File: config.mk
export PLATFORM = sky130hd
export DESIGN_NAME = wide_add_sequencer
export DESIGN_NICKNAME = d
export VERILOG_FILES = /design/src/rtl/wide_add_sequencer.sv
export SDC_FILE = /design/constraint.sdc
export NUM_CORES = 1
export LEC_CHECK = 0
export ABC_AREA = 1
export BUFFER_PORTS_ARGS = -buffer_cell sky130_fd_sc_hd__buf_2
export CAP_MARGIN = 20
export CORE_AREA = 3 3 103 105
export CTS_BUF_LIST = sky130_fd_sc_hd__clkbuf_16
export CTS_CLUSTER_SIZE = 10
export DETAILED_ROUTE_END_ITERATION = 7
export DIE_AREA = 0 0 106 108
export GPL_TIMING_DRIVEN = 0
export HOLD_SLACK_MARGIN = 0.06
export PLACE_DENSITY = 0.81
export SLEW_MARGIN = 40
export SYNTH_ARGS = -nofsm -noshare
export SYNTH_HDL_FRONTEND = slang
export SYNTH_SLANG_ARGS = --single-unit
File: constraint.sdc
create_clock -name clk -period 5.3 [get_ports clk]
set_clock_uncertainty 0.2 [all_clocks]
set_input_delay 0.795 -clock clk [delete_from_list [all_inputs] [get_ports clk]]
set_output_delay 0.795 -clock clk [all_outputs]
set_load 0.01 [all_outputs]
File: src/rtl/wide_add_sequencer.sv
// wide_add_sequencer: W = N*CHUNKS bit add/subtract built by stepping one
// external N-bit adder slice over CHUNKS cycles, least significant slice first.
// Valid/ready on both sides; result, cout and overflow are registered and held
// until the consumer takes them.
module wide_add_sequencer #(
   parameter int N      = 8,
   parameter int CHUNKS = 4
) (
   input  logic                clk,
   input  logic                rst_n,
   input  logic                in_valid,
   output logic                in_ready,
   input  logic [N*CHUNKS-1:0] a,
   input  logic [N*CHUNKS-1:0] b,
   input  logic                sub,
   output logic                out_valid,
   input  logic                out_ready,
   output logic [N*CHUNKS-1:0] result,
   output logic                cout,
   output logic                overflow,
   output logic [N-1:0]        add_a,
   output logic [N-1:0]        add_b,
   output logic                add_cin,
   input  logic [N-1:0]        add_result,
   input  logic                add_cout
);

   localparam int W    = N * CHUNKS;
   localparam int IDXW = (CHUNKS > 1) ? $clog2(CHUNKS) : 1;
   localparam logic [IDXW-1:0] LAST_IDX = IDXW'(CHUNKS - 1);

   typedef enum logic [1:0] {
      IDLE = 2'd0,
      RUN  = 2'd1,
      DONE = 2'd2
   } state_t;

   state_t          state;
   logic [IDXW-1:0] idx;
   logic            carry;
   logic [W-1:0]    op_a;
   logic [W-1:0]    op_b;          // already inverted for subtraction
   logic [W-1:0]    result_reg;
   logic            cout_reg;
   logic            overflow_reg;
   logic            out_valid_reg;
   logic            in_ready_reg;

   // Operand slices, one per chunk, so the slice select is a plain array index.
   logic [N-1:0] a_slice [CHUNKS];
   logic [N-1:0] b_slice [CHUNKS];

   generate
      for (genvar gi = 0; gi < CHUNKS; gi++) begin : g_slice
         assign a_slice[gi] = op_a[gi*N +: N];
         assign b_slice[gi] = op_b[gi*N +: N];
      end
   endgenerate

   // Adder slice is only driven while running; it sees zeros otherwise.
   always_comb begin
      add_a   = '0;
      add_b   = '0;
      add_cin = 1'b0;
      if (state == RUN) begin
         add_a   = a_slice[idx];
         add_b   = b_slice[idx];
         add_cin = carry;
      end
   end

   // Sequencer FSM: accept, step through slices, hold the result until taken.
   always_ff @(posedge clk or negedge rst_n) begin
      if (!rst_n) begin
         state         <= IDLE;
         idx           <= '0;
         carry         <= 1'b0;
         op_a          <= '0;
         op_b          <= '0;
         result_reg    <= '0;
         cout_reg      <= 1'b0;
         overflow_reg  <= 1'b0;
         out_valid_reg <= 1'b0;
         in_ready_reg  <= 1'b1;
      end else begin
         case (state)
            IDLE: begin
               if (in_valid) begin
                  op_a         <= a;
                  op_b         <= sub ? ~b : b;
                  carry        <= sub;
                  idx          <= '0;
                  result_reg   <= '0;
                  in_ready_reg <= 1'b0;
                  state        <= RUN;
               end
            end
            RUN: begin
               result_reg[int'(idx)*N +: N] <= add_result;
               carry <= add_cout;
               idx   <= idx + 1'b1;
               if (idx == LAST_IDX) begin
                  // Signed overflow: operands agree in sign and the sum's sign differs.
                  cout_reg      <= add_cout;
                  overflow_reg  <= (op_a[W-1] ~^ op_b[W-1]) & (add_result[N-1] ^ op_a[W-1]);
                  idx           <= '0;
                  out_valid_reg <= 1'b1;
                  state         <= DONE;
               end
            end
            DONE: begin
               if (out_ready) begin
                  out_valid_reg <= 1'b0;
                  in_ready_reg  <= 1'b1;
                  state         <= IDLE;
               end
            end
            default: begin
               state         <= IDLE;
               out_valid_reg <= 1'b0;
               in_ready_reg  <= 1'b1;
            end
         endcase
      end
   end

   // in_ready is held low while reset is asserted and rises as soon as it releases.
   assign in_ready  = in_ready_reg & rst_n;
   assign out_valid = out_valid_reg;
   assign result    = result_reg;
   assign cout      = cout_reg;
   assign overflow  = overflow_reg;

endmodule
; ---- After elaboration in Yosys (flattened, before gate mapping)
; Index checks and enable logic that the tools add are counted.
[classes]
mux = 28
n_reduce_logical = 8
eq_ne = 6
n_shift = 2
n_lt_le_gt_ge = 1
n_addsub = 2
bitwise_logic = 8
[op_table]
columns = operator, n
row1 = $mux W32, 2
row2 = $pmux W32 S2, 1
row3 = $mux W8, 6
row4 = $neg A5 Y33, 1
row5 = $shift A8 B33 Y32 const A, 1
row6 = $shiftx A8 B33 Y32, 1
row7 = $bmux W8 S2, 2
row8 = $bwmux W32, 1
row9 = $not A32 Y32, 1
row10 = $mux W2, 5
row11 = $reduce_and A3 Y1, 3
row12 = $mux W1, 6
row13 = $pmux W1 S3, 2
row14 = $pmux W2 S3, 1
row15 = $reduce_and A2 Y1, 3
row16 = $eq A2 B2 Y1 const B, 2
row17 = $ne A2 B2 Y1 const B, 2
row18 = $pmux W2 S2, 1
row19 = $ge A3 B3 Y1 const B, 1
row20 = $not A2 Y3, 1
row21 = $add A2 B1 Y2 const B, 1
row22 = $and A1 B1 Y1, 2
row23 = $eq A2 B1 Y1 const B, 1
row24 = $logic_not A2 Y1, 1
row25 = 6 further kinds, 7
[word_totals]
out_inout_bits = 53
elab_cells = 65
in_bits = 78
register_bits = 105

; ---- Depth between registers and ports, before layout
[depth]
word_depth = 5
depth_mapped = 9
mapped_depth_nobuf = 7

; ---- Least setup slack after synthesis
; OpenSTA, ideal clock, no wires.
[synth_timing]
path_kind = reg-to-output
start = register idx[1]
end = output port add_a[0]
stages_incl_launch_ff = 6
required_time_ns = 4.305
arrival_time_ns = 1.206
path_buffers = 2
setup_slack_ns = 3.099
path_cell_list = dfrtp_1 > buf_2 > clkinv_1 > buf_2 > nand3_1 > a21oi_1
[synth_via]
elab_chain_len = 5
[synth_rtl]
columns = item, line_no
row1 = from (decl), 39  ; logic [IDXW-1:0] idx;
row2 = from (signal assigned), 101  ; idx <= idx + 1'b1;
row3 = $not A2 Y3 (not written as such), 66  ; add_a = a_slice[idx];
row4 = $bmux W8 S2, 66
row5 = $mux W8 (not written as such) (2 in series), 66
row6 = $mux W8, 65  ; if (state == RUN) begin
row7 = to (decl), 21  ; output logic [N-1:0] add_a,
; Every way passes these cells. The select of a mux whose other input is x is not followed.

; ---- Worst setup path in the final report
[layout_timing]
start = register idx[1]
end = output port add_a[6]
; Same word-level chain as after synthesis.

==> metrics.sh <==
ASYNC_FLOP_SHARE_PCT=100.0
CRITPATHMOSTFREQUENTCELL='buf_2'
DATA_REQUIRED_TIME_OF_THE_CRITICAL_PATH_NS=4.30
LAYOUT.NETS=888
SYNTH_LARGEST_TYPE_AREA_FRACTION_PCT=49.14
POSTCTSRESIZEDCELLS=0
SYNTH.YOSYS.WARNINGS=0
ROUTED_WIRE_LENGTH_MM=13.65
LAYOUT-DRIVE-GT1-SHARE_PCT=22.62
GRT_UTIL_ALL_LAYERS_PCT=24.28
VIAS_IN_THE_FIRST_GLOBAL_ROUTE=4660
SYNTH-EDFF-COUNT=0
REG2REG_SLACK_NS=2.93
REPORT.FINAL.HOLD_VIOL_COUNT=0
TIMING.CRITICAL_PATH.FROM_TYPE='register'
MET2ROUTEDLENGTH_MM=6.427
RR_STARTPOINT='idx[1]'
PIN_COUNT_OF_THE_BIGGEST_NET_ENTERING_GLOBAL_ROUTING=74
P_PER_AREA_mW_PER_MM2=565.5
ANTENNA_FOUND_INITIAL=0
TIGHTEST_SLEW_NS=0.5002
CORE_REGION_AREA_MM2=0.009729
SYNTH_AREA_LEADER_CELL='dfrtp_1'
CRITICAL_PATH_DEPTH=6
NUMCTSBUFFERS=9
DIE-WIDTH_UM=106
POST_SYNTH_MUX_AREA_SHARE_PCT=0
SYNTH_AREA_IN_SIMPLE_GATES_PCT=24.57
POST_SYNTH_FA_HA_MAJ_AREA_FRACTION_PCT=1.417
CRITPATHMAXFANOUT=12
POWER_LEAKAGE_nW=3.573
CP_SLOWEST_CELL='dfrtp_1'
INITIAL_UTILIZATION_PCT=54.44
SYNTH_AREA_MM2=0.005296
FINALSETUPVIOLCOUNT=0
REGTOREGENDPOINT='result[30]'
CRIT_PATH_CELL_TRACE='buf_2 > clkinv_1 > buf_2 > nand3_1 > a21oi_1 > buf_2'
DR_WL_MET3_UM=808
SYN_NETS=747
PORTBUFFERS=129
FINAL_CORE_UTILIZATION_PCT=66.29
CTS_SETUP_BUFFERS=0
SYNTH-MAIN-FF-CELL='dfrtp_1'
FF2FF_PATH_DEPTH=9
DR_TOTAL_VIAS=4812
FLOORPLAN.DIE.HEIGHT_UM=108
YS_SEQ_AREA_SHARE_PCT=49.63
CRIT_TYPE='reg2out'
ANTENNADIODECOUNT=0
CRITICAL_PATH.N_BUFFERS_INVERTERS=4
SYNTH.AVG_CELL_AREA_UM2=7.988
PERIOD_NEEDED_NS=2.930
TIMING.HOLD.WORST.CLASS='in2async'
FMAX_MHz=341.2
TIMING.SETUP.TNS_NS=0
CTS_ROOT_BUFFER='clkbuf_16'
STATUS='finished, final reports clean'
TOTAL_PLACED_CELLS_INCLUDING_TAP_CELLS=926
SYNTH-COMPOUND-AREA-SHARE_PCT=8.481
INSERTION_DELAY_NS=0.35
YOSYS_REGISTER_BITS=105
BUFS_ON_LONGEST_CLOCK_PATH=2
TIMING.FINAL.WS_SETUP_NS=2.370
CP_DATA_ARRIVAL_TIME_NS=1.94
YOSYS-TOP-CELLS-AREA='dfrtp_1 (49%), nand2_1 (14%), nand3_1 (7.5%), inv_1 (6.2%), xnor2_1 (5.3%)'
GR-TOTAL-OVERFLOW=0
LAYOUT.CELLS.NON_FILLER=942
CTS_SINKS=105
DRT_ITER0_DRC=347
CTS_TREE='yes'
MAX-SLEW-MARGIN-REL_PCT=66.66
CTS.REPORTEDPATHS.CLKPINSLEW_NS=0.07
REPORT.FINAL.SLEW_VIOL_COUNT=0
GP_ROUTABILITY_CONGESTION=0.9248
WL_PER_CELL_UM=14.49
IO_PINS=131
DOMINANT_COMBINATIONAL_CELL_FAMILY_BY_AREA_AFTER_SYNTHESIS='simple AND/OR/NAND/NOR gates'
CTS_HOLD_BUF=0
SYNTH-XOR-AREA-SHARE_PCT=5.292
SETUP_REPAIR_AFTER_GLOBAL_ROUTING_MISSED_ITS_MARGIN='false'
UPPERMOST_LAYER_ROUTED='met4'
ROUTE.LAYER.MET1.WL_MM=6.128
DIE_AREA_MM2=0.01145
DP_HPWL_MM=10.29
TIMING.CRITICAL_PATH.MAX_DELAY_FAMILY='buffers and inverters'
CTS_MAX_LEVEL=3
VIA_PER_INST=5.108
POST-PLACE-WS_NS=2.571
WORST_PATH_LARGEST_CELL_DELAY_NS=0.43
ANTENNA_LEFT=0
SYNTH.DISTINCT_CELLS=23
YS_TOP_CELLS_BY_COUNT='nand2_1 (203), dfrtp_1 (104), inv_1 (87)'
AREA_DELTA_SYNTH_FINAL_PCT=21.78
GRT_FIRST_PASS_WIRELENGTH_MM=22.18
MAX_CAP_VIOL_COUNT=0
FIRSTDRTPASSITERS=6
TIMING.CRITICAL_PATH.TO_TYPE='output port'
REMAINING_DRC_ERRORS=0
SYNTH.MOST_COMMON_CELL='nand2_1'
SYN_INST=663
ROWS=36
PEAKVDDDROP_mV=0.2576
FINAL.PERIOD_UTILIZATION_PCT=55.29
==> kinds of logic (layout without fill, tap and decap cells) <==
group                      after synthesis  after routing
and+or+nand+nor                        304            304
buffers and inverters                  127            273
DFF                                    105            105
AOI/OAI and AO/OA                       89             89
xor gates and xnor gates                32             32
adders and majority gates                6              6
==> worst max-delay path by stage <==
stage / startpoint / to
floorplan: idx[1] / add_a[0]
global placement: rst_n / in_ready
detailed placement: rst_n / in_ready
CTS: idx[1] / add_a[6]
global route: idx[1] / add_b[4]
finish: idx[1] / add_a[6]
==> area by class of cell <==
cell class                      instances  area [um^2]
Fill cell                             823         3279
Sequential cell                       105         2629
Multi-Input combinational cell        431         2106
Timing Repair Buffer                  130        683.2
Inverter                               92        345.3
Clock buffer                            9        225.2
Buffer                                 35        216.5
Tap cell                              133        166.4
Clock inverter                          7        78.83
==> worst register-to-register path, stage by stage (launching register included) <==
cell and delay (ns):
dfrtp_1 0.41, buf_2 0.22, clkinv_1 0.25, buf_2 0.29, ha_1 0.35, inv_1 0.16
nand2_1 0.12, nor2_4 0.17, nand2_1 0.08, nand2_1 0.06
==> cells in the final DEF (no fill, tap or decap), types with 2 or more instances in the layout <==
cell type / instances
nand2_1: 203
buf_4: 8
nand2_2: 3
ha_1: 6
clkinv_1: 3
inv_2: 4
buf_2: 142
nor2_4: 5
nand3_1: 79
o21ai_1: 29
nor2_1: 12
clkbuf_1: 8
a21oi_1: 16
bufinv_16: 2
o21ai_0: 42
xnor2_1: 32
buf_6: 5
clkbuf_16: 9
inv_1: 90
dfrtp_1: 104
==> per-layer routing <==
metal,vias up,global-route usage [%]
met2,173,40.21
met4,0,8.418
met5,-,0
met3,25,3.642
li1,2337,-
met1,2277,33.02
==> power breakdown <==
group	total, W	switching, W	internal [W]
clock	0.000694	0.000288	0.000406
sequential	0.00129	0.000161	0.00113
combinational	0.00166	0.00107	0.000591
total	0.00365	0.00152	0.00213
==> per-stage QoR <==
stage	hold WS, ns	cell area [um^2]	total power (W)
2_1_floorplan	0.2421	5296	0.002395
3_5_place_dp	0.2713	6146	0.002953
4_1_cts	0.1214	6450	0.003647
5_1_grt	0.1270	6450	0.003934
3_3_place_gp	0.2500	6108	0.002887
6_report	0.1022	6450	0.003648
(Power assumes the default switching activity.)
